<file path="src/rtl/bit_timer.sv">
// rtl/bit_timer.sv - bit-period timer issuing per-bit shift strobes and a packet-done pulse
// Optional BIT_TIMER_MIDSAMPLE_EN moves the first strobe of each packet to mid-bit.
module bit_timer #(
    parameter int CNT_BITS   = 4,
    parameter int BIT_PERIOD = 10,
    parameter int NUM_BITS   = 9
) (
    input  logic                clk,
    input  logic                rst,
    input  logic                enable_timer,
    output logic                shift_strobe,
    output logic                packet_done,
    output logic [CNT_BITS-1:0] bit_count,
    output logic                busy
);

    typedef enum logic [1:0] {
        IDLE  = 2'd0,
        COUNT = 2'd1,
        DONE  = 2'd2
    } state_t;

    localparam logic [CNT_BITS-1:0] PERIOD_C = CNT_BITS'(BIT_PERIOD);
    localparam logic [CNT_BITS-1:0] NUM_C    = CNT_BITS'(NUM_BITS);
    localparam logic [CNT_BITS-1:0] ONE_C    = CNT_BITS'(1);

    state_t              state_q, state_d;
    logic [CNT_BITS-1:0] clk_cnt_q, clk_cnt_d;
    logic [CNT_BITS-1:0] bit_count_q, bit_count_d;
    logic [CNT_BITS-1:0] strobe_pt;
    logic [CNT_BITS-1:0] bit_count_inc;
    logic                at_strobe;

`ifdef BIT_TIMER_MIDSAMPLE_EN
    localparam logic [CNT_BITS-1:0] MID_C = CNT_BITS'(BIT_PERIOD / 2);
    // No strobe issued yet in this packet means we are still on the first bit.
    assign strobe_pt = (bit_count_q == '0) ? MID_C : PERIOD_C;
`else
    assign strobe_pt = PERIOD_C;
`endif

    assign at_strobe     = (state_q == COUNT) && (clk_cnt_q == strobe_pt);
    assign bit_count_inc = bit_count_q + ONE_C;

    always_comb begin
        state_d     = state_q;
        clk_cnt_d   = clk_cnt_q;
        bit_count_d = bit_count_q;
        unique case (state_q)
            IDLE: begin
                if (enable_timer) begin
                    state_d     = COUNT;
                    clk_cnt_d   = ONE_C;
                    bit_count_d = '0;
                end
            end
            COUNT: begin
                // Dropping enable aborts the packet, even on a strobe edge.
                if (!enable_timer) begin
                    state_d     = IDLE;
                    clk_cnt_d   = '0;
                    bit_count_d = '0;
                end else if (at_strobe) begin
                    clk_cnt_d   = ONE_C;
                    bit_count_d = bit_count_inc;
                    if (bit_count_inc == NUM_C) begin
                        state_d = DONE;
                    end
                end else begin
                    clk_cnt_d = clk_cnt_q + ONE_C;
                end
            end
            DONE: begin
                state_d     = IDLE;
                clk_cnt_d   = '0;
                bit_count_d = '0;
            end
            default: begin
                state_d     = IDLE;
                clk_cnt_d   = '0;
                bit_count_d = '0;
            end
        endcase
    end

    always_ff @(posedge clk) begin
        if (rst) begin
            state_q     <= IDLE;
            clk_cnt_q   <= '0;
            bit_count_q <= '0;
        end else begin
            state_q     <= state_d;
            clk_cnt_q   <= clk_cnt_d;
            bit_count_q <= bit_count_d;
        end
    end

    assign shift_strobe = at_strobe;
    assign packet_done  = (state_q == DONE);
    assign bit_count    = bit_count_q;
    assign busy         = (state_q != IDLE);

endmodule

</file>
<file path="config.mk">
export PLATFORM = sky130hd
export DESIGN_NAME = bit_timer
export DESIGN_NICKNAME = d
export VERILOG_FILES = /design/src/rtl/bit_timer.sv
export SDC_FILE = /design/constraint.sdc
export NUM_CORES = 1
export LEC_CHECK = 0
export ABC_AREA = 1
export CAP_MARGIN = 40
export CORE_MARGIN = 5
export CORE_UTILIZATION = 25
export CTS_BUF_LIST = sky130_fd_sc_hd__clkbuf_8
export CTS_CLUSTER_SIZE = 40
export DETAILED_ROUTE_END_ITERATION = 10
export MAX_ROUTING_LAYER = met4
export PLACE_DENSITY_LB_ADDON = 0.25
export SLEW_MARGIN = 10
export SYNTH_ARGS = -nofsm -noshare
export SYNTH_HDL_FRONTEND = slang
export SYNTH_SLANG_ARGS = --single-unit
</file>
<file path="constraint.sdc">
create_clock -name clk -period 1.3 [get_ports clk]
set_input_delay 0.325 -clock clk [delete_from_list [all_inputs] [get_ports clk]]
set_output_delay 0.325 -clock clk [all_outputs]
set_load 0.05 [all_outputs]
</file>
==> results of run 1 <==
==> critical path: stages (launching register included) <==
cell	delay, ns
sky130_fd_sc_hd__dfxtp_2	0.32
sky130_fd_sc_hd__inv_2	0.06
sky130_fd_sc_hd__ha_4	0.13
sky130_fd_sc_hd__nand2_4	0.05
sky130_fd_sc_hd__nor2_4	0.09
sky130_fd_sc_hd__inv_2	0.06
sky130_fd_sc_hd__nor2_4	0.10
sky130_fd_sc_hd__buf_12	0.14
==> registers in the layout (all words and copies together) (netlist names) <==
register / flops
state_q: 2
bit_count: 4
clk_cnt_q: 4
==> synth_stat cells <==
cell | count | area [um2]
sky130_fd_sc_hd__nor4_1 | 1 | 6.26
sky130_fd_sc_hd__nor2_1 | 5 | 18.8
sky130_fd_sc_hd__nand3_2 | 1 | 10.0
sky130_fd_sc_hd__inv_1 | 13 | 48.8
sky130_fd_sc_hd__nand3_1 | 3 | 15.0
sky130_fd_sc_hd__xnor2_1 | 1 | 8.76
sky130_fd_sc_hd__ha_1 | 4 | 50.1
sky130_fd_sc_hd__nand3_4 | 1 | 17.5
sky130_fd_sc_hd__nand4_1 | 1 | 6.26
sky130_fd_sc_hd__o21ai_1 | 1 | 5.00
sky130_fd_sc_hd__nor2_2 | 2 | 12.5
sky130_fd_sc_hd__a211oi_1 | 1 | 7.51
sky130_fd_sc_hd__nor2_4 | 2 | 22.5
sky130_fd_sc_hd__clkbuf_1 | 1 | 3.75
sky130_fd_sc_hd__dfxtp_1 | 10 | 200
sky130_fd_sc_hd__xor2_1 | 1 | 8.76
sky130_fd_sc_hd__nand2_1 | 23 | 86.3
sky130_fd_sc_hd__inv_2 | 4 | 15.0
sky130_fd_sc_hd__nor3_2 | 1 | 10.0
sky130_fd_sc_hd__a21oi_1 | 6 | 30.0
==> stage by stage <==
stage               power [mW]  setup slack (ns)
global route             0.861            -0.263
global placement         0.426            -0.227
CTS                      0.820            -0.212
detailed placement       0.427            -0.242
finish                   0.815            -0.197
floorplan                0.386           -0.0653
==> power by group <==
group          internal, mW  switching, mW
logic                0.0475         0.0620
registers             0.310        0.00900
clock network         0.266          0.120
==> kinds of logic after synthesis <==
family                     count (synthesis)  share of synthesized area (%)
AOI/OAI and AO/OA                          8                           7.30
buffers and inverters                     18                           11.6
DFF                                       10                           34.3
xor gates and xnor gates                   2                           3.00
and+or+nand+nor                           40                           35.2
adders and majority gates                  4                           8.58
==> layout make-up <==
type                            count  area, um2  area share, %
Multi-Input combinational cell     54        407           39.7
Timing Repair Buffer               20        245           24.0
Sequential cell                    10        215           21.0
Inverter                           17       66.3           6.48
Clock buffer                        4       55.1           5.38
Tap cell                           28       35.0           3.42
==> metal layers <==
layer | up-vias | GRT usage, %
li1 | 299 | -
met1 | 250 | 10.3
met2 | 8 | 13.2
met3 | 2 | 4.61
met4 | 0 | 1.99
met5 | - | -
==> final timing paths <==
| check | cells past startpoint | to | slack (ns) | startpoint |
|---|---|---|---|---|
| worst max register to register | 10 | bit_count[3] | -0.05 | clk_cnt_q[0] |
| worst min-delay path | 1 | clk_cnt_q[0] | 0.50 | state_q[0] |
| worst min register to register | 1 | clk_cnt_q[0] | 0.50 | state_q[0] |
| worst max-delay path | 7 | shift_strobe | -0.20 | clk_cnt_q[0] |
==> layout by cell type, fill, tap and decap left out, drive strengths merged <==
master         count
nand3              5
nand4              1
dlygate4sd2        1
a21oi              6
nand2             23
xnor2              1
dfxtp             10
inv               17
a211oi             1
xor2               1
o21ai              1
nor2               9
nor3               1
ha                 4
nor4               1
buf               18
clkdlybuf4s50      1
clkbuf             4
==> timing repair <==
item	in CTS	in global routing
endpoints found under the setup margin	5	8
buffers inserted	2	5
hold endpoints to repair	0	0
hold buffers	0	0
pin swaps	5	8
resized for setup	4	18
==> results_tabular.tex, run 1 <==
\begin{tabular}{lr}
\hline
Metric & Value \\
\hline
\multicolumn{2}{l}{\textbf{Detailed routing}} \\
\quad Remaining DRCs & 0 \\
\quad First-iteration detailed-routing DRC count & 6 \\
\quad Average detailed-routed wire length per instance & 9.98 um \\
\quad Highest routing layer actually used & met4 \\
\quad Detailed-router iteration count before antenna repair & 2 \\
\quad Ratio of routed vias to standard cells & 4.20 \\
\quad Number of nets still failing antenna checks after routing & 0 \\
\quad Met2 layer wire length in the routed design & 643 um \\
\quad Length of routed wiring on met1 & 612 um \\
\quad Total wire length after detailed routing & 1330 um \\
\quad Vias after detailed routing & 559 \\
\quad Total length of routed met3 wires & 61 um \\
\multicolumn{2}{l}{\textbf{Worst setup path}} \\
\quad Worst Path Class, Setup & reg2out \\
\quad CP Capture Type & primary output \\
\quad Sort of element at the start of the critical path & flop \\
\quad Crit path max fanout & 2 \\
\quad Crit path DAT & 1.17 ns \\
\quad Req. time, crit path & 0.98 ns \\
\multicolumn{2}{l}{\textbf{Clock tree}} \\
\quad CTS H-tree lvls & 1 \\
\quad CTS root buffer & sky130\_fd\_sc\_hd\_\_clkbuf\_8 \\
\quad \# clock sinks & 10 \\
\quad Number of clock buffers inserted by TritonCTS & 3 \\
\quad Clock input transition at the sequential cells of the worst setup and hold paths & 0.05 ns \\
\quad Skew-Pair Late Insertion Delay & 0.23 ns \\
\quad Largest buffer count on any clock path & 2 \\
\quad Clock tree from TritonCTS & done \\
\multicolumn{2}{l}{\textbf{Global routing}} \\
\quad Final global-route overflow total & 0 \\
\quad Antenna violations before repair & 0 \\
\quad First-pass GRT wire length & 2190 um \\
\quad Pin count of the biggest net entering global routing & 8 \\
\quad Gr usage total & 8.75\% \\
\quad Via count of the first global-routing pass & 511 \\
\multicolumn{2}{l}{\textbf{Power and ir drop}} \\
\quad Power density normalized to cell area & 797 nW/um2 \\
\quad Maximum ir drop on the vdd rail & 0.000773 V \\
\quad Leakage power total & 0.438 nW \\
\multicolumn{2}{l}{\textbf{Floorplanning}} \\
\quad Vertical extent of the die & 58.3 um \\
\quad DIE AREA & 3400 um2 \\
\quad Width of the chip & 58.3 um \\
\quad Starting density of the core & 26.4\% \\
\quad Core Rows & 17 \\
\quad Core footprint & 2210 um2 \\
\quad Number of ports placed on the die boundary & 10 \\
\multicolumn{2}{l}{\textbf{Finish}} \\
\quad Area growth, synth to finish & 75.5\% \\
\quad Final core utilization & 46.3\% \\
\quad Non-Filler Instances & 133 \\
\quad Number of diodes added for antenna fixing & 0 \\
\quad Post-layout net count & 113 \\
\quad Count of filler cells inserted in the layout & 218 \\
\quad Fraction of final layout cells sized beyond drive strength 1 & 55.2\% \\
\quad Non-Filler Cell Area, Final & 1020 um2 \\
\multicolumn{2}{l}{\textbf{Flow run}} \\
\quad Maximum capacitance violations & 0 \\
\multicolumn{2}{l}{\textbf{Outcome}} \\
\quad Result of the run & finished, violations left \\
\quad Failing checks & negative setup slack \\
\multicolumn{2}{l}{\textbf{Timing}} \\
\quad Fin Clk Skew & 0.000973 ns \\
\quad Number of setup violations in the final report & 5 \\
\quad Total count of max-transition violations in the final report & 0 \\
\quad Min Clock Period, post-route & 1.50 ns \\
\quad Peak Freq & 668 MHz \\
\quad Worst Hold Slack & 0.501 ns \\
\quad Max-Slew Margin vs Limit & 86.0\% \\
\quad RSZ-0062 raised after global routing & yes \\
\quad Worst Slack Setup Final & -0.197 ns \\
\quad Count of final hold-check violations & 0 \\
\quad Setup Total Neg Slack & -0.332 ns \\
\quad Post-route clock period utilization & 115\% \\
\quad Measured slew at the worst slew-check pin & 0.210 ns \\
\multicolumn{2}{l}{\textbf{Synth}} \\
\quad Synthesized area per cell & 7.11 um2 \\
\quad Fraction of the yosys area taken by sequential cells & 34.3\% \\
\quad Area of the mapped netlist & 583 um2 \\
\quad Net Count, Synth & 89 \\
\quad Synth Register Bits & 10 \\
\quad Yosys warning count & 0 \\
\quad Synthesized instance count & 82 \\
\quad Number of distinct library cells after synthesis & 20 \\
\multicolumn{2}{l}{\textbf{Placed design}} \\
\quad Estimated wirelength of the detail-placed design & 988 um \\
\quad Port buffer count & 9 \\
\quad Placed insts & 123 \\
\quad Post-place instance area & 853 um2 \\
\quad Final RePlAce weighted congestion & 0.792 \\
\multicolumn{2}{l}{\textbf{Hold path}} \\
\quad Tightest Hold Check Type & reg2reg \\
\hline
\end{tabular}
No activity file was read; power rests on OpenSTA's default activity.
==> run 2, diff against run 1 <==
--- a/config.mk
+++ b/config.mk
@@ -14,6 +14,7 @@
 export DETAILED_ROUTE_END_ITERATION = 10
 export MAX_ROUTING_LAYER = met4
 export PLACE_DENSITY_LB_ADDON = 0.25
+export REMOVE_ABC_BUFFERS = 1
 export SLEW_MARGIN = 10
 export SYNTH_ARGS = -nofsm -noshare
 export SYNTH_HDL_FRONTEND = slang
==> run 2 against run 1 <==
Against the previous run:
- hold slack worse by 0.051 ns
- the run still ends with negative setup slack left
- clock-buffer cell count did not move
- sequential cell count is the same
- maximum frequency fell by 0.80%
- cell area shrank 2.7%
- critical endpoint unchanged
- clock power grew 3%
- routed wire length is 12% higher
==> results_tabular.tex, run 2 (synthesized netlist as in run 1, its figures left out) <==
\begin{tabular}{lr}
\hline
Metric & Value \\
\hline
\multicolumn{2}{l}{\textbf{Outcome}} \\
\quad Result of the run & finished, violations left \\
\quad Failing checks & negative setup slack \\
\multicolumn{2}{l}{\textbf{Clock tree}} \\
\quad CTS root buffer & sky130\_fd\_sc\_hd\_\_clkbuf\_8 \\
\quad Clock tree from TritonCTS & done \\
\quad CTS H-tree lvls & 1 (unchanged) \\
\quad Number of clock buffers inserted by TritonCTS & 3 (unchanged) \\
\quad Clock input transition at the sequential cells of the worst setup and hold paths & 0.05 ns (about the same) \\
\quad Skew-Pair Late Insertion Delay & 0.24 ns (about the same) \\
\quad \# clock sinks & 10 (unchanged) \\
\quad Largest buffer count on any clock path & 2 (unchanged) \\
\quad Hold-fix buffers, CTS & 0 (unchanged) \\
\multicolumn{2}{l}{\textbf{Power and ir drop}} \\
\quad Total power of the final layout & 0.836 mW (+2.5\%) \\
\quad Leakage power total & 0.449 nW (+2.5\%) \\
\quad Internal power contribution & 0.631 mW (+1.1\%) \\
\quad Fraction of power consumed by the clock network & 47.7\% (+0.3 points) \\
\quad Switching power share of the total & 24.6\% (+1.1 points) \\
\quad Portion of total power attributed to combinational logic & 13.7\% (+0.3 points) \\
\quad Flop pwr share & 38.6\% (-0.6 points) \\
\quad Power dissipated by switching net loads & 0.205 mW (+7.2\%) \\
\quad Power density normalized to cell area & 839 nW/um2 (+5.4\%) \\
\quad Maximum ir drop on the vdd rail & 0.000664 V (-14\%) \\
\multicolumn{2}{l}{\textbf{Worst setup path}} \\
\quad Crit path max fanout & 2 (unchanged) \\
\quad Worst reg2reg path startpoint & clk\_cnt\_q[0] \\
\quad Sort of element at the start of the critical path & flop \\
\quad Crit path DAT & 1.18 ns (about the same) \\
\quad Worst Path Class, Setup & reg2out \\
\quad Req. time, crit path & 0.98 ns (about the same) \\
\quad Critical Path Source & clk\_cnt\_q[0] \\
\quad Capture instance of the worst register-to-register path & bit\_count[1] \\
\quad Setup slack of the worst register-to-register path & 0 ns (+0.05 ns) \\
\quad Logic depth of the worst register-to-register path & 10 (unchanged) \\
\quad Crit path to & shift\_strobe \\
\quad CP Capture Type & primary output \\
\multicolumn{2}{l}{\textbf{Finish}} \\
\quad Post-layout net count & 114 (+0.88\%) \\
\quad Most frequent cells in the layout & 20 x sky130\_fd\_sc\_hd\_\_nand2\_1, 12 x sky130\_fd\_sc\_hd\_\_buf\_4, 11 x sky130\_fd\_sc\_hd\_\_inv\_1 \\
\quad Number of diodes added for antenna fixing & 0 (unchanged) \\
\quad Most common cell after layout, fill and taps aside & sky130\_fd\_sc\_hd\_\_nand2\_1 \\
\quad Area growth, synth to finish & 70.8\% \\
\quad Non-Filler Instances & 134 (+0.75\%) \\
\quad Fraction of final layout cells sized beyond drive strength 1 & 48.1\% (-7.1 points) \\
\multicolumn{2}{l}{\textbf{Timing}} \\
\quad Min Clock Period, post-route & 1.51 ns (+0.0121 ns) \\
\quad Measured slew at the worst slew-check pin & 0.274 ns (+0.0639 ns) \\
\quad Max-Slew Margin vs Limit & 81.7\% (-4.3 points) \\
\quad Count of final hold-check violations & 0 (unchanged) \\
\quad Post-route clock period utilization & 116\% (+0.93 points) \\
\quad Worst Slack Setup Final & -0.209 ns (-0.0121 ns) \\
\quad RSZ-0062 raised after global routing & yes \\
\quad Fin Clk Skew & 0.000847 ns (-0.000126 ns) \\
\quad Peak Freq & 663 MHz (-0.80\%) \\
\quad Number of setup violations in the final report & 1 (-4) \\
\quad Setup Total Neg Slack & -0.209 ns (+0.123 ns) \\
\quad Worst Hold Slack & 0.449 ns (-0.0515 ns) \\
\quad Total count of max-transition violations in the final report & 0 (unchanged) \\
\multicolumn{2}{l}{\textbf{Global routing}} \\
\quad Final global-route overflow total & 0 (unchanged) \\
\quad First-pass GRT wire length & 2480 um (+13\%) \\
\quad Pin count of the biggest net entering global routing & 7 (-1) \\
\quad Via count of the first global-routing pass & 574 (+12\%) \\
\quad Antenna violations before repair & 0 (unchanged) \\
\quad Gr usage total & 10.0\% (+1.3 points) \\
\multicolumn{2}{l}{\textbf{Detailed routing}} \\
\quad First-iteration detailed-routing DRC count & 10 (+4) \\
\quad Number of nets still failing antenna checks after routing & 0 (unchanged) \\
\quad Total wire length after detailed routing & 1490 um (+12\%) \\
\quad Ratio of routed vias to standard cells & 4.32 (+2.8\%) \\
\quad Vias after detailed routing & 579 (+3.6\%) \\
\quad Remaining DRCs & 0 (unchanged) \\
\quad Average detailed-routed wire length per instance & 11.1 um (+11\%) \\
\quad Detailed-router iteration count before antenna repair & 4 (+2) \\
\multicolumn{2}{l}{\textbf{Floorplanning}} \\
\quad Starting density of the core & 26.4\% (unchanged) \\
\quad Number of ports placed on the die boundary & 10 (unchanged) \\
\quad Core footprint & 2210 um2 (unchanged) \\
\quad DIE AREA & 3400 um2 (unchanged) \\
\quad Vertical extent of the die & 58.3 um (unchanged) \\
\quad Core Rows & 17 (unchanged) \\
\quad Width of the chip & 58.3 um (unchanged) \\
\multicolumn{2}{l}{\textbf{Hold path}} \\
\quad Tightest Hold Check Type & in2reg \\
\multicolumn{2}{l}{\textbf{Placed design}} \\
\quad Setup WS pre-CTS & -0.228 ns (+0.0133 ns) \\
\quad Placed insts & 128 (+4.1\%) \\
\quad Final RePlAce weighted congestion & 0.781 (-1.5\%) \\
\quad Estimated wirelength of the detail-placed design & 1090 um (+10\%) \\
\quad Port buffer count & 9 (unchanged) \\
\multicolumn{2}{l}{\textbf{Flow run}} \\
\quad Maximum capacitance violations & 0 (unchanged) \\
\hline
\end{tabular}
## run 2: cell types whose count changed in the layout (fill, tap and decap cells not counted), sizes merged
cell / change
buf: +1
dlygate4sd2: -1
dlymetal6s2s: +1
## run 2: through the flow
stage / utilization, % / area (um2)
after CTS: 42.5 / 941
after global placement: 38.4 / 850
final: 45.0 / 996
after global routing: 45.0 / 996
after detailed placement: 38.4 / 850
after floorplan: - / 579
## run 2: critical path: stages, from the launching register on
cell	delay [ns]
sky130_fd_sc_hd__dfxtp_2	0.32
sky130_fd_sc_hd__inv_2	0.06
sky130_fd_sc_hd__ha_4	0.13
sky130_fd_sc_hd__nand2_4	0.05
sky130_fd_sc_hd__nor2_4	0.09
sky130_fd_sc_hd__inv_2	0.06
sky130_fd_sc_hd__nor2_4	0.10
sky130_fd_sc_hd__buf_12	0.14
## run 2: worst min path at each step
stage | from | end | slack [ns] | cells after the start
after global routing | enable_timer | clk_cnt_q[0] | 0.46 | 3
after floorplan | rst | bit_count[1] | 0.39 | 1
after global placement | bit_count[3] | bit_count[3] | 0.52 | 2
after CTS | state_q[0] | clk_cnt_q[0] | 0.52 | 1
after detailed placement | bit_count[3] | bit_count[3] | 0.52 | 2
final | enable_timer | clk_cnt_q[0] | 0.45 | 3
## run 2: power groups by stage
stage | Combinational [mW] | Clock [mW] | Sequential, mW
finish | 0.114 | 0.399 | 0.323
global route | 0.124 | 0.427 | 0.323
CTS | 0.107 | 0.410 | 0.322
detailed placement | 0.102 | 0 | 0.326
global placement | 0.101 | 0 | 0.326
floorplan | 0.0542 | 0 | 0.327
## run 2: area by class of cell
class,instances,area [um2]
inverters,17,66.3
repair buffers,21,253
clock buffers,4,55.1
flip-flops and latches,10,209
well taps,28,35.0
fillers,217,1220
multi-input cells,54,378
## run 2: timing repair
item                       in CTS  in global routing
pin swaps                       4                  4
setup endpoints to repair       7                 10
buffers inserted                0                  2
gates resized for setup        11                 14
## run 2: routing by layer
metal  wire, um  vias to the layer above  share of wire, %  global-route usage (%)
li1           -                      300                 -                       -
met1        589                      264                40                    9.97
met2        802                       10                54                    17.1
met3         68                        5               4.6                    3.95
met4         29                        0               1.9                    4.64
met5          0                        -                 0                       -
==> run 3, diff against run 2 <==
--- a/config.mk
+++ b/config.mk
@@ -14,6 +14,7 @@
 export DETAILED_ROUTE_END_ITERATION = 10
 export MAX_ROUTING_LAYER = met4
 export PLACE_DENSITY_LB_ADDON = 0.25
+export RECOVER_POWER = 25
 export REMOVE_ABC_BUFFERS = 1
 export SLEW_MARGIN = 10
 export SYNTH_ARGS = -nofsm -noshare
==> run 3 against run 2 <==
Against the previous run:
- the run still ends with negative setup slack left
- sequential share of layout area increased by 0.32 points
- first-iteration DRC count unchanged
- cell area decreased by 1.5%
- non-clock buffer count unchanged
==> results_tabular.tex, run 3 (synthesized netlist as in run 1, its figures left out) <==
\begin{tabular}{lr}
\hline
Metric & Value \\
\hline
\multicolumn{2}{l}{\textbf{Outcome}} \\
\quad Result of the run & finished, violations left \\
\quad Failing checks & negative setup slack \\
\multicolumn{2}{l}{\textbf{Floorplanning}} \\
\quad Vertical extent of the die & 58.3 um (unchanged) \\
\quad Width of the chip & 58.3 um (unchanged) \\
\quad Number of ports placed on the die boundary & 10 (unchanged) \\
\quad Starting density of the core & 26.4\% (unchanged) \\
\quad Core footprint & 2210 um2 (unchanged) \\
\quad DIE AREA & 3400 um2 (unchanged) \\
\quad Core Rows & 17 (unchanged) \\
\multicolumn{2}{l}{\textbf{Timing}} \\
\quad Setup Total Neg Slack & -0.209 ns (unchanged) \\
\quad Post-route clock period utilization & 116\% (unchanged) \\
\quad Measured slew at the worst slew-check pin & 0.287 ns (+0.0124 ns) \\
\quad Max-Slew Margin vs Limit & 81.0\% (-0.72 points) \\
\quad Min Clock Period, post-route & 1.51 ns (unchanged) \\
\quad Count of final hold-check violations & 0 (unchanged) \\
\quad Number of setup violations in the final report & 1 (unchanged) \\
\quad Total count of max-transition violations in the final report & 0 (unchanged) \\
\quad Worst Slack Setup Final & -0.209 ns (unchanged) \\
\quad RSZ-0062 raised after global routing & yes \\
\quad Fin Clk Skew & 0.000847 ns (unchanged) \\
\quad Peak Freq & 663 MHz (unchanged) \\
\multicolumn{2}{l}{\textbf{Power and ir drop}} \\
\quad Leakage power total & 0.446 nW (-0.72\%) \\
\quad Power dissipated by switching net loads & 0.205 mW (unchanged) \\
\quad Switching power share of the total & 24.6\% (about the same) \\
\quad Maximum ir drop on the vdd rail & 0.000664 V (about the same) \\
\quad Total power of the final layout & 0.835 mW (about the same) \\
\quad Flop pwr share & 38.6\% (about the same) \\
\quad Internal power contribution & 0.630 mW (about the same) \\
\quad Fraction of power consumed by the clock network & 47.8\% (about the same) \\
\quad Portion of total power attributed to combinational logic & 13.6\% (about the same) \\
\quad Power density normalized to cell area & 852 nW/um2 (+1.5\%) \\
\multicolumn{2}{l}{\textbf{Worst setup path}} \\
\quad Crit path DAT & 1.18 ns (about the same) \\
\quad Sort of element at the start of the critical path & flop \\
\quad Req. time, crit path & 0.98 ns (about the same) \\
\quad Worst reg2reg path startpoint & clk\_cnt\_q[0] \\
\quad Logic depth of the worst register-to-register path & 10 (unchanged) \\
\quad CP Capture Type & primary output \\
\quad Worst Path Class, Setup & reg2out \\
\quad Critical Path Source & clk\_cnt\_q[0] \\
\quad Crit path max fanout & 2 (unchanged) \\
\multicolumn{2}{l}{\textbf{Clock tree}} \\
\quad Largest buffer count on any clock path & 2 (unchanged) \\
\quad \# clock sinks & 10 (unchanged) \\
\quad Skew-Pair Late Insertion Delay & 0.24 ns (about the same) \\
\quad Hold-fix buffers, CTS & 0 (unchanged) \\
\quad CTS H-tree lvls & 1 (unchanged) \\
\quad CTS root buffer & sky130\_fd\_sc\_hd\_\_clkbuf\_8 \\
\quad Clock input transition at the sequential cells of the worst setup and hold paths & 0.05 ns (about the same) \\
\quad Clock tree from TritonCTS & done \\
\quad Number of clock buffers inserted by TritonCTS & 3 (unchanged) \\
\multicolumn{2}{l}{\textbf{Global routing}} \\
\quad First-pass GRT wire length & 2480 um (unchanged) \\
\quad Pin count of the biggest net entering global routing & 7 (unchanged) \\
\quad Gr usage total & 10.0\% (unchanged) \\
\quad Via count of the first global-routing pass & 574 (unchanged) \\
\quad Antenna violations before repair & 0 (unchanged) \\
\quad Final global-route overflow total & 0 (unchanged) \\
\multicolumn{2}{l}{\textbf{Detailed routing}} \\
\quad Ratio of routed vias to standard cells & 4.32 (unchanged) \\
\quad Remaining DRCs & 0 (unchanged) \\
\quad First-iteration detailed-routing DRC count & 10 (unchanged) \\
\quad Vias after detailed routing & 579 (unchanged) \\
\quad Detailed-router iteration count before antenna repair & 4 (unchanged) \\
\quad Average detailed-routed wire length per instance & 11.1 um (+0.20\%) \\
\quad Total wire length after detailed routing & 1490 um (+0.20\%) \\
\quad Number of nets still failing antenna checks after routing & 0 (unchanged) \\
\multicolumn{2}{l}{\textbf{Placed design}} \\
\quad Port buffer count & 9 (unchanged) \\
\quad Placed insts & 128 (unchanged) \\
\quad Estimated wirelength of the detail-placed design & 1090 um (unchanged) \\
\quad Final RePlAce weighted congestion & 0.781 (unchanged) \\
\multicolumn{2}{l}{\textbf{Finish}} \\
\quad Non-Filler Instances & 134 (unchanged) \\
\quad Count of filler cells inserted in the layout & 219 (+0.92\%) \\
\quad Area occupied by registers & 209 um2 (unchanged) \\
\quad Area growth, synth to finish & 68.2\% \\
\quad Most common cell after layout, fill and taps aside & sky130\_fd\_sc\_hd\_\_nand2\_1 \\
\quad Most frequent cells in the layout & 20 x sky130\_fd\_sc\_hd\_\_nand2\_1, 12 x sky130\_fd\_sc\_hd\_\_buf\_4, 11 x sky130\_fd\_sc\_hd\_\_inv\_1 \\
\quad Number of diodes added for antenna fixing & 0 (unchanged) \\
\quad Multi-input logic area & 378 um2 (unchanged) \\
\quad Fraction of final layout cells sized beyond drive strength 1 & 48.1\% (unchanged) \\
\quad Post-layout net count & 114 (unchanged) \\
\multicolumn{2}{l}{\textbf{Flow run}} \\
\quad Maximum capacitance violations & 0 (unchanged) \\
\multicolumn{2}{l}{\textbf{Hold path}} \\
\quad HP Start & enable\_timer \\
\quad Worst hold path stage count & 3 (unchanged) \\
\quad Tightest Hold Check Type & in2reg \\
\hline
\end{tabular}
==> run 3: final timing paths <==
| path | end | slack, ns |
|---|---|---|
| setup / recovery | shift_strobe | -0.21 |
| setup reg to reg | bit_count[1] | 0 |
| hold / removal | clk_cnt_q[0] | 0.45 |
| hold reg to reg | clk_cnt_q[0] | 0.50 |
==> run 3: layer usage <==
| layer | GRT usage [%] | vias up | part of all wire, % |
|---|---|---|---|
| met4 | 4.64 | 0 | 1.9 |
| li1 | - | 300 | - |
| met3 | 3.95 | 5 | 4.6 |
| met1 | 9.97 | 264 | 40 |
| met2 | 17.1 | 10 | 54 |
| met5 | - | - | 0 |
==> run 3: final cells by class <==
| cell class | count | share of cell area [%] |
|---|---|---|
| Sequential cell | 10 | 21.3 |
| Clock buffer | 4 | 5.61 |
| Multi-Input combinational cell | 54 | 38.5 |
| Timing Repair Buffer | 21 | 24.2 |
| Inverter | 17 | 6.76 |
| Tap cell | 28 | 3.57 |
==> run 3: power groups by stage <==
stage | sequential [mW] | combinational (mW) | clock (mW)
2_1_floorplan | 0.327 | 0.0542 | 0
3_3_place_gp | 0.326 | 0.101 | 0
3_5_place_dp | 0.326 | 0.102 | 0
4_1_cts | 0.322 | 0.107 | 0.410
5_1_grt | 0.323 | 0.124 | 0.427
6_report | 0.323 | 0.114 | 0.399
==> run 3: stage by stage <==
step | hold WS, ns | util, % | worst slack, ns | cell area, um2
floorplan | 0.394 | - | -0.455 | 579
global placement | 0.523 | 38.4 | -0.216 | 850
detailed placement | 0.519 | 38.4 | -0.228 | 850
CTS | 0.515 | 42.5 | -0.284 | 941
global route | 0.456 | 44.3 | -0.282 | 981
finish | 0.449 | 44.3 | -0.209 | 981
==> run 3: what timing repair did <==
| action | in CTS | in global routing |
|---|---|---|
| pin swaps | 4 | 4 |
| endpoints found under the setup margin | 7 | 10 |
| resized for setup | 11 | 14 |
| setup buffers | 0 | 2 |
==> run 3: critical path, stage by stage (launching register included) <==
cell and delay (ns):
sky130_fd_sc_hd__dfxtp_2 0.32, sky130_fd_sc_hd__inv_2 0.06, sky130_fd_sc_hd__ha_4 0.13, sky130_fd_sc_hd__nand2_4 0.05, sky130_fd_sc_hd__nor2_4 0.09, sky130_fd_sc_hd__inv_2 0.06
sky130_fd_sc_hd__nor2_4 0.10, sky130_fd_sc_hd__buf_12 0.14
==> patch 1, RTL diff (settings of run 3) <==
The parameter `CNT_BITS` goes from 4 to 3.
--- a/src/rtl/bit_timer.sv
+++ b/src/rtl/bit_timer.sv
@@ -1,7 +1,7 @@
 // rtl/bit_timer.sv - bit-period timer issuing per-bit shift strobes and a packet-done pulse
 // Optional BIT_TIMER_MIDSAMPLE_EN moves the first strobe of each packet to mid-bit.
 module bit_timer #(
-    parameter int CNT_BITS   = 4,
+    parameter int CNT_BITS   = 3,
     parameter int BIT_PERIOD = 10,
     parameter int NUM_BITS   = 9
 ) (
Interface: changed (resized bit_count); port bits go from 10 to 9. No check against the original RTL was run, so the function may have changed too.
==> patch 1 against run 3 <==
- the run still ends with negative setup slack left
- design area shrank 18%
- synthesized cell count shrank 11%
- setup slack gained 160 ps
- via count down 14%
- sequential cell count is 2 lower
- critical path type unchanged
- wire length is 22% lower
- global-route usage increased by 0.073 points
- die area decreased by 14%
- non-clock buffer count is 5 lower
- area after synthesis is 16% lower
Power is not compared: it rests on default switching activity, and its combinational part moved more than twofold at a synthesized area within 25%.
==> patch 1: results (changes against run 3) <==
Parameter                              Value

Global route
  Vias in the first global route ... 474 (-17%)
  Overall track demand over capacity in global routing ... 10.09% (+0.073 points)
  Largest net degree at the start of global routing ... 9 (+2)
  Number of antenna violations at the first check in global routing ... 0 (unchanged)
  Global-route wire length before repair ... 2028 um (-18%)

Clocking
  Buffer cell driving the clock tree root ... clkbuf_8
  Clock buffers created by TritonCTS ... 3 (unchanged)
  Clock transition at path regs ... approximately 40 ps
  Hold Buf Count CTS ... 0 (unchanged)
  Maximum number of buffers from clock root to sink ... 2 (unchanged)
  Clock H-tree levels ... 1 (unchanged)
  Clock latency on the worst-skew pair ... ~230 ps

Route
  DRT iter0 DRCs ... 10 (unchanged)
  Length of the first detailed-routing pass in iterations ... 3 (-1)
  Via Count ... 496 (-14%)
  Post-detailed-route wirelength per cell ... 9.815 um (-12%)

Power and ir drop
  IR drop worst, VDD ... 0.0005436 V
  Leakage component of the power ... 0.3616 nW

Yosys
  Sequential fraction of the synthesis area ... 32.82% (-1.5 points)
  Number of different library cells in the post-synthesis netlist ... 14 (-30%)
  Commonest cells post-synth ... 16 x nand2_1, 11 x inv_1, 10 x nor2_1
  Proportion of register bits with asynchronous set or reset after synthesis ... 0% (unchanged)
  Cells taking the most area after synthesis ... dfxtp_1 33%, nand2_1 12%, ha_1 10%, nand3_1 9.2%, inv_1 8.5%
  Warnings, synthesis ... 0 (unchanged)

STA
  Max transition margin ... 81.41% (+0.43 points)
  Total of endpoints with negative setup slack in the final report ... 1 (unchanged)
  Clock tree skew after final layout ... 0.8644 ps (+0.01758 ps)
  Final setup margin ... -46.32 ps (+162.7 ps)

Setup path
  Setup CP Type ... reg2out
  Critical path endpoint ... shift_strobe
  Capture instance of the worst register-to-register path ... bit_count[2]
  Largest fanout of any net on the critical path ... 2 (unchanged)
  Worst r2r path cells ... 9 (-1)
  Worst reg-to-reg setup slack ... 140 ps (+140 ps)
  Crit Reg-Reg Startpoint ... clk_cnt_q[0]

Placement
  Placer congestion estimate ... 0.7631 (-2.2%)
  Input/output buffers ... 8 (-1)
  Half-perimeter wire length after placement ... 872 um (-20%)
  DP Worst Slack ... -153.7 ps (+74.74 ps)
  Placed inst area ... 699.4 um^2 (-18%)

Final layout
  Count of filler cells inserted in the layout ... 195 (-11%)
  Layout Nets ... 101 (-11%)
  Share of layout cells above drive strength 1 ... 36.96% (-11 points)
  Number of antenna repair diodes ... 0 (unchanged)

Outcome
  Violated checks ... negative setup slack
  Result of the run ... complete, but fails checks

Worst hold path
  Path type of the worst min-delay path ... reg2reg
-- patch 1: metal layers --
metal / global-route usage [%] / wire (um)
met2: 15.54 / 547
met5: - / 0
met1: 11.13 / 559
met4: 4.979 / 22
met3: 4.155 / 39
-- patch 1: final cells by class --
| cell class | count | area, um^2 | area share (%) |
|---|---|---|---|
| clock buffers | 3 | 41.29 | 5.156 |
| repair buffers | 16 | 170.2 | 21.25 |
| well taps | 27 | 33.78 | 4.219 |
| multi-input cells | 52 | 334.1 | 41.72 |
| flip-flops and latches | 8 | 167.7 | 20.94 |
| inverters | 13 | 53.80 | 6.719 |
-- patch 1: logic make-up (layout without fill, tap and decap cells) --
family / count (synthesis) / count (layout) / share of synthesized area (%)
buf+inv: 13 / 32 / 10.00
compound gates: 8 / 8 / 8.718
flops: 8 / 8 / 32.82
fa+ha+maj: 4 / 4 / 10.26
simple gates: 40 / 40 / 38.21
-- patch 1: power breakdown --
group / internal (W) / switching [W] / total [W]
Sequential: 0.000270 / 0.0000260 / 0.000296
Combinational: 0.000133 / 0.000186 / 0.000319
Clock: 0.000201 / 0.0000974 / 0.000298
Total: 0.000603 / 0.000310 / 0.000913
-- patch 1: worst min path at each step --
stage          cells past startpoint        from  slack, ps           end
2_1_floorplan                      1         rst        390  clk_cnt_q[1]
3_3_place_gp                       1  state_q[0]        500  clk_cnt_q[0]
3_5_place_dp                       1  state_q[0]        520  clk_cnt_q[0]
4_1_cts                            1  state_q[0]        510  clk_cnt_q[0]
5_1_grt                            1  state_q[0]        510  clk_cnt_q[0]
6_report                           1  state_q[0]        490  clk_cnt_q[0]
-- patch 1: critical path: stages (launching register included) --
cell and delay, ps:
dfxtp_2 320, inv_2 60, ha_4 130, nand2_4 50, nor2_4 90, buf_12 140
-- patch 1: timing repair --
action                                  4_1_cts  5_1_grt
pin swaps                                     3        1
setup buffers                                 1        2
endpoints found under the hold margin         0        0
gates resized for setup                       9       11
endpoints found under the setup margin        2        5
-- patch 1: per-stage QoR --
stage | cells | TNS [ps]
after global routing | 119 | -91.71
after floorplan | 73 | -704.9
after detailed placement | 113 | -892.7
after CTS | 117 | -105.7
final | 119 | -46.32
after global placement | 113 | -770.2
==> patch 2, RTL diff (settings of run 3) <==
Made on the original files. Make the reset (`rst`) asynchronous in one clocked block.
--- a/src/rtl/bit_timer.sv
+++ b/src/rtl/bit_timer.sv
@@ -83,7 +83,7 @@
         endcase
     end
 
-    always_ff @(posedge clk) begin
+    always_ff @(posedge clk or posedge rst) begin
         if (rst) begin
             state_q     <= IDLE;
             clk_cnt_q   <= '0;
Check against the original RTL: differs if rst is asserted again (counterexample within 4 cycles, from zero or initial values and one cycle with rst high); with rst held inactive, the same outputs for 10 cycles.
==> patch 2 against run 3 <==
- the run still ends with negative setup slack left
- largest cell class unchanged
- setup slack lost 200 ps
- design area grew 9.1%
- wire length shrank 3.5%
- area after synthesis grew 7.1%
- final cell count grew 3.0%
- sequential cell count is the same
Power is not compared: it rests on default switching activity, and its combinational part moved more than twofold at a synthesized area within 25%.
==> patch 2: results (changes against run 3) <==
Parameter                              Value

Global route
  Overall track demand over capacity in global routing ... 9.041% (-0.97 points)
  Largest net degree at the start of global routing ... 11 (+4)
  Vias in the first global route ... 597 (+4.0%)
  Global-route wire length before repair ... 2332 um (-5.9%)

STA
  Clock tree skew after final layout ... 0.7769 ps (-0.06989 ps)
  Final setup margin ... -404.8 ps (-195.7 ps)
  Total of endpoints with negative setup slack in the final report ... 3 (+2)
  Max transition margin ... 74.37% (-6.6 points)

Worst hold path
  Path type of the worst min-delay path ... in2async

Route
  Wirelength, routed ... 1440 um (-3.5%)
  Vias per Instance ... 4.312 (-0.22%)
  DRT iter0 DRCs ... 1 (-9)
  Post-detailed-route wirelength per cell ... 10.43 um (-6.3%)
  Length of the first detailed-routing pass in iterations ... 2 (-2)

Setup path
  Slowest library cell on the worst path ... dfrtp_1
  Biggest cell delay along the critical path ... 390 ps (+70 ps)
  Data arrival time of the worst path ... 1380 ps (+200 ps)
  Worst r2r path cells ... 8 (-2)
  Crit Reg-Reg Startpoint ... clk_cnt_q[0]
  Beginning of the critical path ... clk_cnt_q[0]

Final layout
  Share of layout cells above drive strength 1 ... 47.22% (-0.89 points)
  Layout Nets ... 117 (+2.6%)
  Count of filler cells inserted in the layout ... 240 (+9.6%)

Yosys
  Top FF cell, synth ... dfrtp_1
  Commonest cells post-synth ... 18 x nand2_1, 12 x inv_1, 10 x dfrtp_1
  Number of cells produced by synthesis ... 79 (-3.7%)
  Proportion of register bits with asynchronous set or reset after synthesis ... 100.0% (+100 points)
  Sequential fraction of the synthesis area ... 40.08% (+5.7 points)
  Cells taking the most area after synthesis ... dfrtp_1 40%, nand2_1 11%, ha_1 8.0%, inv_1 7.2%, nand3_1 5.6%
  Number of different library cells in the post-synthesis netlist ... 18 (-10%)

Placement
  Placed inst area ... 912.1 um^2 (+7.4%)
  Half-perimeter wire length after placement ... 1064 um (-2.5%)
  Input/output buffers ... 9 (unchanged)
  Placer congestion estimate ... 0.7505 (-3.8%)
  Post-Place Cells ... 130 (+1.6%)

Outcome
  Violated checks ... negative setup slack
  Result of the run ... complete, but fails checks

Clocking
  Clock transition at path regs ... approximately 40 ps
[patch 2: cell types whose count changed after synthesis, moves of 2 or more]
| cell | delta |
|---|---|
| dfxtp_1 | -10 |
| o21ai_0 | +2 |
| a21oi_1 | -4 |
| nand3_1 | +4 |
| o21ai_1 | +2 |
| nand2_1 | -5 |
| o21ai_2 | +2 |
| dfrtp_1 | +10 |
[patch 2: worst paths after layout]
kind	slack, ps	endpoint
setup / recovery	-400	shift_strobe
hold / removal	510	clk_cnt_q[3]
setup reg to reg	0	bit_count[0]
hold reg to reg	590	bit_count[1]
min in group clk	580	bit_count[2]
max in group asynchronous	490	state_q[0]
[patch 2: where the power goes]
group | leakage (nW) | switching, W | internal (W)
sequential | 0.133 | 0.0000374 | 0.000354
combinational | 0.387 | 0.000217 | 0.000230
clock | 0.0216 | 0.000103 | 0.000201
total | 0.541 | 0.000357 | 0.000785
[patch 2: metrics by stage]
step           util [%]  hold WS, ps  setup TNS, ps  total power, W  worst slack [ps]
2_1_floorplan         -        165.2          -1275       0.0005522            -905.6
3_3_place_gp      37.50        544.2          -1636       0.0007062            -217.8
3_5_place_dp      37.50        546.6          -1693       0.0007010            -235.7
4_1_cts           41.56        384.2         -517.2        0.001067            -462.7
5_1_grt           43.98        561.9         -975.0        0.001223            -474.5
6_report          43.98        511.1         -467.6        0.001142            -404.8
[patch 2: layer usage]
metal | vias to the layer above | track usage [%] | wire length [um]
met5 | - | - | 0
met4 | 0 | 4.747 | 70
met2 | 13 | 14.35 | 688
met3 | 8 | 1.944 | 64
met1 | 267 | 10.62 | 618
li1 | 307 | - | -
[patch 2: kinds of logic (layout without fill, tap and decap cells)]
| logic type | Yosys count | after routing | share of synthesized area (%) |
|---|---|---|---|
| xor+xnor | 1 | 1 | 1.403 |
| buf+inv | 16 | 45 | 9.618 |
| fa+ha+maj | 4 | 4 | 8.016 |
| simple gates | 39 | 39 | 32.46 |
| flops | 10 | 10 | 40.08 |
| compound gates | 9 | 9 | 8.417 |
[patch 2: cell type report]
type | count | share of cell area (%)
repair buffers | 26 | 27.84
flip-flops and latches | 10 | 23.51
well taps | 30 | 3.509
clock buffers | 3 | 3.860
multi-input cells | 53 | 35.67
inverters | 16 | 5.614
[patch 2: repair_timing]
item | in CTS | in global routing
setup endpoints to repair | 7 | 11
resized for setup | 8 | 14
pin swaps | 2 | 5
buffers inserted | 4 | 3
